$ cat config.mk
export PLATFORM = sky130hd
export DESIGN_NAME = noc_local_injector
export DESIGN_NICKNAME = d
export VERILOG_FILES = /design/src/rtl/noc_local_injector.sv
export SDC_FILE = /design/constraint.sdc
export NUM_CORES = 1
export LEC_CHECK = 0
export BUFFER_PORTS_ARGS = -buffer_cell sky130_fd_sc_hd__buf_4
export CORE_UTILIZATION = 55
export CTS_CLUSTER_DIAMETER = 80
export CTS_CLUSTER_SIZE = 25
export DETAILED_ROUTE_END_ITERATION = 6
export PLACE_DENSITY_LB_ADDON = 0.08
export SLEW_MARGIN = 20
export SYNTH_ARGS = -nofsm -noshare
export SYNTH_HDL_FRONTEND = slang
export SYNTH_SLANG_ARGS = --single-unit
$ cat constraint.sdc
create_clock -name clk -period 5.35 [get_ports clk]
set_input_delay 1.3375 -clock clk [delete_from_list [all_inputs] [get_ports clk]]
set_output_delay 1.3375 -clock clk [all_outputs]
set_load 0.02 [all_outputs]
$ cat src/rtl/noc_local_injector.sv
// Local injection port for a mesh node: buffers core requests in a small FIFO
// and emits them as flits when the router's local input port can take them.
module noc_local_injector #(
  parameter int NODE_ID     = 0,
  parameter int FIFO_DEPTH  = 4,
  parameter int STALL_LIMIT = 255
) (
  input  logic        clk,
  input  logic        rst,
  input  logic        req_valid,
  output logic        req_ready,
  input  logic [3:0]  req_dest,
  input  logic [7:0]  req_payload,
  input  logic        local_full,
  output logic [16:0] data_o,
  output logic [15:0] inj_count,
  output logic [7:0]  self_drop_count,
  output logic        stall_err
);

  // state   | meaning
  // IDLE    | FIFO empty, nothing to send
  // SEND    | popping one flit per edge while local_full is low
  // BLOCKED | router full; holding the head and counting stall cycles
  localparam logic [1:0] IDLE    = 2'd0;
  localparam logic [1:0] SEND    = 2'd1;
  localparam logic [1:0] BLOCKED = 2'd2;

  localparam int AW = (FIFO_DEPTH > 1) ? $clog2(FIFO_DEPTH) : 1;
  localparam int CW = (STALL_LIMIT > 1) ? $clog2(STALL_LIMIT + 1) : 1;
  localparam logic [3:0]    SRC   = 4'(NODE_ID);
  localparam logic [CW-1:0] LIMIT = CW'(STALL_LIMIT);

  logic [11:0]   mem [FIFO_DEPTH];
  logic [AW:0]   wr_ptr, rd_ptr;
  logic [1:0]    state, state_nxt;
  logic [CW-1:0] stall_cnt;
  logic          ready_en;
  logic          empty, full, accept, self_hit, push, pop;
  logic [11:0]   head;

  assign empty     = (wr_ptr == rd_ptr);
  assign full      = (wr_ptr[AW] != rd_ptr[AW]) && (wr_ptr[AW-1:0] == rd_ptr[AW-1:0]);
  // ready_en holds req_ready low until the first edge after reset release
  assign req_ready = ready_en & ~full;
  assign accept    = req_valid & req_ready;
  assign self_hit  = (req_dest == SRC);
  assign push      = accept & ~self_hit;
  assign pop       = (state == SEND) & ~empty & ~local_full;
  assign head      = mem[rd_ptr[AW-1:0]];

  always_comb begin
    state_nxt = state;
    case (state)
      IDLE:    if (!empty) state_nxt = local_full ? BLOCKED : SEND;
      SEND: begin
        if (empty)           state_nxt = IDLE;
        else if (local_full) state_nxt = BLOCKED;
      end
      BLOCKED: if (!local_full) state_nxt = empty ? IDLE : SEND;
      default: state_nxt = IDLE;
    endcase
  end

  always_ff @(posedge clk) begin
    if (push) mem[wr_ptr[AW-1:0]] <= {req_dest, req_payload};
  end

  always_ff @(posedge clk or negedge rst) begin
    if (!rst) begin
      state           <= IDLE;
      wr_ptr          <= '0;
      rd_ptr          <= '0;
      ready_en        <= 1'b0;
      data_o          <= '0;
      inj_count       <= '0;
      self_drop_count <= '0;
      stall_cnt       <= '0;
      stall_err       <= 1'b0;
    end else begin
      state    <= state_nxt;
      ready_en <= 1'b1;
      if (push) wr_ptr <= wr_ptr + (AW+1)'(1);
      if (pop) begin
        rd_ptr    <= rd_ptr + (AW+1)'(1);
        data_o    <= {1'b1, head[11:8], SRC, head[7:0]};
        inj_count <= inj_count + 16'd1;
      end else begin
        data_o <= '0;
      end
      if (accept && self_hit && self_drop_count != 8'hFF)
        self_drop_count <= self_drop_count + 8'd1;
      if (state == BLOCKED && state_nxt == BLOCKED) begin
        if (stall_cnt != LIMIT) stall_cnt <= stall_cnt + CW'(1);
      end else begin
        stall_cnt <= '0;
      end
      if (stall_cnt == LIMIT) stall_err <= 1'b1;
    end
  end

endmodule

==> impl_metrics.env, run 1 <==
export IMPL_outcome="finished clean"
export IMPL_tightest_slew_ns=0.918
export IMPL_n_antenna_cell=0
export IMPL_seq_area_frac_synth_pct=65.7
export IMPL_multi_input_area_um2=1410
export IMPL_synthToLayoutAreaGrowth_pct=16.1
export IMPL_place_congestion=0.727
export IMPL_max_slew_margin_rel_pct=38.8
export IMPL_drt_total_wl_mm=6.88
export IMPL_fin_crit_ns=3.41
export IMPL_coreArea_um2=7410
export IMPL_cp_max_fo=16
export IMPL_rsz0062_at_grt="no"
export IMPL_postCtsSetupBuffers=0
export IMPL_critical_path_cell_chain="xor2_1 > o31a_1 > buf_4"
export IMPL_drive_gt1_share_pct=28.8
export IMPL_critical_path_max_stage_delay_ns=0.96
export IMPL_grt_start_max_net_pins=56
export IMPL_drt_iter0_markers=116
export IMPL_drc=0
export IMPL_rows=31
export IMPL_worstPathArrival_ns=2.08
export IMPL_report_final_setup_viol=0
export IMPL_ir_drop_mv=0.263
export IMPL_critPathKind="reg -> out"
export IMPL_die_area_um2=8160
export IMPL_tns_ns=0
export IMPL_cts_hold_buf=0
export IMPL_maxCapViolCount=0
export IMPL_synthCells=288
export IMPL_cts_resized=0
export IMPL_via_count=2391
export IMPL_p_leak_uw=0.00204
export IMPL_synth_edff_count=48
export IMPL_avgSynthCellArea_um2=14.9
export IMPL_hold_path_depth=1
export IMPL_yosysWarningCount=0
export IMPL_io_buffers=54
export IMPL_firstDrtPassIters=4
export IMPL_die_w_um=90.3
export IMPL_grt_first_pass_wirelength_mm=11.9
export IMPL_clk_path_buf_depth=2
export IMPL_syn_area_um2=4290
export IMPL_power_density_nw_per_um2=424
export IMPL_synth_most_common_cell="dfrtp_1"
export IMPL_hold_class="reg -> reg"
export IMPL_ant_nets=0
export IMPL_netlist_top_cells_area="edfxtp_1 34%, dfrtp_1 32%, mux4_2 6.3%, xnor2_1 3.9%, and2_1 2.5%"
export IMPL_hpwl_mm=4.63
export IMPL_min_to="inj_count[15]"
export IMPL_max_freq_ghz=0.293
export IMPL_overflow=0
export IMPL_crit_path_start_kind="flop"
export IMPL_cts_tree="built"
export IMPL_clkSlewWorstSetupHoldPaths_ns=0.10
export IMPL_synth_commonest_cells="55 x dfrtp_1, 48 x edfxtp_1, 23 x nand2_1"
export IMPL_yosysTopAreaCellShare_pct=33.6
export IMPL_synth_ff_type="dfrtp_1"
export IMPL_design_power_total_uw=2110
export IMPL_synth_seq_cells=103
export IMPL_place_ws_ns=2.24
export IMPL_r2r_start="rd_ptr[0]"
export IMPL_grt_total_usage_pct=19.1
export IMPL_cts_buffers=9
export IMPL_hold_start="inj_count[15]"
export IMPL_antenna_found_initial=0
export IMPL_io_pins=59
export IMPL_viasPerCell=5.31
export IMPL_num_fill_cells=551
export IMPL_clk_latency_ns=0.37
export IMPL_crit_path_end_kind="primary output"
export IMPL_r2r_slack_ns=2.67
export IMPL_start_util_pct=57.9
export IMPL_finalHoldViolCount=0
export IMPL_slew_viol_final=0
export IMPL_fin_nets=370
export IMPL_synth_distinct_cells=43
export IMPL_yosysTopAreaCell="edfxtp_1"
export IMPL_cts_root_buf="clkbuf_8"
export IMPL_grt_pass1_vias=2388
export IMPL_die_h_um=90.3
export IMPL_routedWlPerCell_um=15.3
export IMPL_seqCellArea_um2=2820
export IMPL_period_share_pct=63.8
export IMPL_fin_skew_ns=0.0120
export IMPL_crit_slowest_cell="dfrtp_1"
export IMPL_clkSinkCount=103
export IMPL_utilization_pct=67.2
export IMPL_ctsHtreeMaxLevel=3
export IMPL_layout_setup_ws_ns=1.94
export IMPL_rr_endpoint="mem[2][3]"
export IMPL_worst_r2r_cell_count=4
export IMPL_synthArstFlopShare_pct=53.4
export IMPL_cp_required_ns=4.01
-- stage by stage --
stage	hold slack, ns	area (um2)	std cells
floorplan	0.471	4300	291
global placement	0.454	4760	434
detailed placement	0.462	4760	434
CTS	0.481	4970	450
global route	0.498	4980	450
finish	0.473	4980	450
-- sequential cells by signal, summed over array words and instances, names as in the netlist --
signal           count
ready_en             1
stall_err            1
self_drop_count      8
rd_ptr               3
data_o              13
inj_count           16
stall_cnt            8
state                2
wr_ptr               3
mem                 48
-- layout by cell type (no fill, tap or decap), types with 2 or more instances in the layout --
cell type / n
o21ai_0: 2
nand3_1: 14
nor2_2: 2
or2_2: 2
mux2_2: 2
a211oi_1: 3
inv_1: 3
xor2_1: 10
mux2i_1: 2
and4_1: 2
and2_1: 17
inv_6: 4
nand2b_1: 2
ha_1: 8
nor3_1: 11
nand2_1: 23
nor2_1: 11
nor3_2: 2
conb_1: 5
xnor2_1: 19
nand4_1: 6
and3_1: 3
mux4_2: 12
dfrtp_1: 55
clkbuf_8: 9
mux2_4: 2
edfxtp_1: 48
buf_4: 54
-- critical path, delay by kind of cell (launching register included) --
| family | cells | cell delay, ns |
|---|---|---|
| buf+inv | 1 | 0.16 |
| compound gates | 1 | 0.31 |
| xor+xnor | 1 | 0.29 |
| flops | 1 | 0.96 |
-- metal layers --
metal | share of wire [%] | wire [um] | global-route usage (%)
met1 | 45 | 3080 | 24.6
met5 | 0 | 0 | 0
met2 | 50 | 3450 | 31.7
met4 | 1.1 | 78 | 6.05
met3 | 4.0 | 273 | 5.47
-- power by group --
part           leakage, uW  switching (uW)  internal (uW)  total, uW
Combinational     0.000764             279            260        540
Clock             0.000103             273            226        499
Sequential         0.00117             128            947       1070
-- final cells by class --
type	instances	share of cell area, %
clock buffer	9	2.49
clock inverter	7	1.68
inverter	4	0.301
multi-input combinational	174	28.3
sequential	103	56.6
tap	99	2.49
timing repair buffer	54	8.14
-- cells by family after synthesis --
| family | after synthesis | share of synthesized area, % |
|---|---|---|
| DFF | 103 | 65.7 |
| and+or+nand+nor | 99 | 12.7 |
| xor gates and xnor gates | 30 | 6.30 |
| muxes | 18 | 7.99 |
| AOI/OAI and AO/OA | 14 | 2.86 |
| buffers and inverters | 14 | 2.01 |
| adders and majority gates | 8 | 2.33 |
| other | 2 | 0.175 |
-- worst max path at each step --
stage / startpoint / to / slack (ns) / cells after the start
final: rd_ptr[0] / req_ready / 1.94 / 3
after global routing: rd_ptr[0] / req_ready / 1.74 / 3
after CTS: rd_ptr[0] / req_ready / 1.85 / 3
after detailed placement: req_valid / mem[3][6] / 2.24 / 4
after global placement: rd_ptr[0] / req_ready / 2.29 / 3
after floorplan: req_valid / mem[3][0] / 2.70 / 3
No activity file was read; power rests on OpenSTA's default activity.
==> run 2, diff against run 1 <==
--- a/config.mk
+++ b/config.mk
@@ -5,6 +5,7 @@
 export SDC_FILE = /design/constraint.sdc
 export NUM_CORES = 1
 export LEC_CHECK = 0
+export ABC_AREA = 1
 export BUFFER_PORTS_ARGS = -buffer_cell sky130_fd_sc_hd__buf_4
 export CORE_UTILIZATION = 55
 export CTS_CLUSTER_DIAMETER = 80
==> constraint.sdc (replaced) <==
create_clock -name clk -period 3.2 [get_ports clk]
set_input_delay 0.8 -clock clk [delete_from_list [all_inputs] [get_ports clk]]
set_output_delay 0.8 -clock clk [all_outputs]
set_load 0.02 [all_outputs]
==> impl_metrics.env, run 2 <==
export IMPL_outcome="finished clean"
export IMPL_largest_reg_flops=48
export IMPL_tns_ns=0
export IMPL_maxCapViolCount=0
export IMPL_seqPwrFrac_pct=46.1
export IMPL_synthArstFlopShare_pct=53.4
export IMPL_avgSynthCellArea_um2=9.88
export IMPL_syn_area_um2=4690
export IMPL_cp_max_fo=14
export IMPL_grt_start_max_net_pins=56
export IMPL_seq_area_frac_synth_pct=60.1
export IMPL_routedWlPerCell_um=13.8
export IMPL_netlist_top_cells_area="edfxtp_1 31%, dfrtp_1 29%, nand2_1 7.2%, nor2_1 5.0%, o21ai_0 4.1%"
export IMPL_tightest_slew_ns=0.695
export IMPL_clkSinkCount=103
export IMPL_rows=33
export IMPL_firstDrtPassIters=4
export IMPL_yosysWarningCount=0
export IMPL_via_count=3314
export IMPL_crit_path_end_kind="primary output"
export IMPL_seqCellArea_um2=2820
export IMPL_clk_latency_ns=0.36
export IMPL_mostFrequentLayoutCell="nand2_1"
export IMPL_drive_gt1_share_pct=18.9
export IMPL_max_freq_ghz=0.398
export IMPL_yosysTopAreaCellShare_pct=30.7
export IMPL_synth_commonest_cells="90 x nand2_1, 62 x nor2_1, 55 x dfrtp_1"
export IMPL_ctsHtreeMaxLevel=3
export IMPL_die_h_um=94.4
export IMPL_ir_drop_mv=0.398
export IMPL_num_fill_cells=665
export IMPL_io_pins=59
export IMPL_viasPerCell=5.14
export IMPL_io_buffers=54
export IMPL_fin_crit_ns=2.51
export IMPL_cts_resized=0
export IMPL_synthToLayoutAreaGrowth_pct=15.2
export IMPL_crit_path_start_kind="flop"
export IMPL_n_antenna_cell=0
export IMPL_synth_seq_cells=103
export IMPL_place_congestion=0.846
export IMPL_grt_pass1_vias=3202
export IMPL_critPathKind="reg -> out"
export IMPL_placed_area_um2=5190
export IMPL_ant_nets=0
export IMPL_fin_hold_ws_ns=0.458
export IMPL_antenna_found_initial=0
export IMPL_drt_iter0_markers=161
export IMPL_comb_power_share_pct=32.1
export IMPL_p_sw_share_pct=37.1
export IMPL_p_clk_share_pct=21.9
export IMPL_worstPathArrival_ns=1.71
export IMPL_final_cell_area_um2=5410
export IMPL_drt_total_wl_mm=8.91
export IMPL_cts_root_buf="clkbuf_8"
export IMPL_die_area_um2=8900
export IMPL_finalHoldViolCount=0
export IMPL_multi_input_area_um2=1590
export IMPL_rsz0062_at_grt="no"
export IMPL_overflow=0
export IMPL_synth_ff_type="dfrtp_1"
export IMPL_synth_distinct_cells=33
export IMPL_postCtsSetupBuffers=0
export IMPL_p_sw_uw=1430
export IMPL_cts_hold_buf=0
export IMPL_utilization_pct=65.8
export IMPL_p_leak_uw=0.00240
export IMPL_grt_total_usage_pct=22.0
export IMPL_hpwl_mm=6.01
export IMPL_max_slew_margin_rel_pct=53.3
export IMPL_die_w_um=94.4
export IMPL_cp_required_ns=2.40
export IMPL_start_util_pct=57.1
export IMPL_grt_first_pass_wirelength_mm=14.9
export IMPL_fin_skew_ns=0.0102
export IMPL_layout_common_cells="90 x nand2_1, 62 x nor2_1, 61 x buf_4"
export IMPL_hold_class="reg -> reg"
export IMPL_p_int_uw=2430
export IMPL_coreArea_um2=8220
export IMPL_yosysTopAreaCell="edfxtp_1"
export IMPL_fin_nets=559
export IMPL_power_density_nw_per_um2=715
export IMPL_synthCells=475
export IMPL_slew_viol_final=0
export IMPL_synth_most_common_cell="nand2_1"
export IMPL_synth_edff_count=48
export IMPL_drc=0
export IMPL_clk_path_buf_depth=2
export IMPL_report_final_setup_viol=0
export IMPL_cts_tree="built"
export IMPL_period_share_pct=78.6
export IMPL_clkSlewWorstSetupHoldPaths_ns=0.10
export IMPL_cts_buffers=9
==> run 2: cell count changes in the layout (fill, tap and decap cells not counted), sizes merged, moves of 17 or more <==
cell and delta:
and2 -17, inv +42, nand2 +68, nand3 +17, nor2 +53, o21ai +40, xnor2 -17
==> run 2: worst max-delay path, stage by stage (launching register included) <==
cell and delay (ns):
dfrtp_1 0.49, inv_2 0.27, nand2_1 0.10, nand2_1 0.10, nand3_1 0.13, nand2_1 0.09, inv_1 0.04, buf_4 0.15
==> run 2: cell type report <==
class	instances	area share (%)
sequential	103	52.1
multi-input combinational	310	29.5
timing repair buffer	61	8.47
inverter	50	3.54
clock buffer	10	2.55
tap	105	2.43
clock inverter	6	1.41
==> run 2: through the flow <==
step                setup slack (ns)  instances  total power, uW
floorplan                       1.10        478             2660
global placement                1.03        629             3020
detailed placement             0.989        629             3050
CTS                            0.677        645             3900
global route                   0.525        645             4130
finish                         0.685        645             3860
==> run 2: power groups by stage <==
stage / Clock (uW) / Sequential (uW) / Combinational (uW)
CTS: 862 / 1780 / 1250
global placement: 0 / 1800 / 1220
floorplan: 0 / 1890 / 769
detailed placement: 0 / 1810 / 1250
global route: 919 / 1810 / 1400
finish: 844 / 1780 / 1240
==> run 2: cells by family (layout without fill, tap and decap cells) <==
family,after synthesis,in the layout,synth area share [%]
flip-flops,103,103,60.1
AO/OA/AOI/OAI,69,69,8.67
buffers and inverters,65,127,6.24
XOR/XNOR,15,15,2.80
AND/OR/NAND/NOR,213,213,19.9
other,2,5,0.160
adder cells (fa/ha/maj),8,8,2.13
==> run 2: worst paths after layout <==
path	slack [ns]	start	to	cells after the start
min in group asynchronous	0.48	rst	inj_count[14]	1
max in group asynchronous	2.24	rst	data_o[2]	1
min	0.46	state[1]	state[0]	1
max reg2reg	1.11	rd_ptr[1]	mem[3][9]	9
min reg2reg	0.46	state[1]	state[0]	1
max	0.69	rd_ptr[1]	req_ready	7
==> run 2: per-layer routing <==
layer | wire length [um] | track usage, %
met5 | 0 | 0
met4 | 81 | 7.31
met3 | 323 | 3.22
met2 | 4270 | 36.1
met1 | 4240 | 30.3
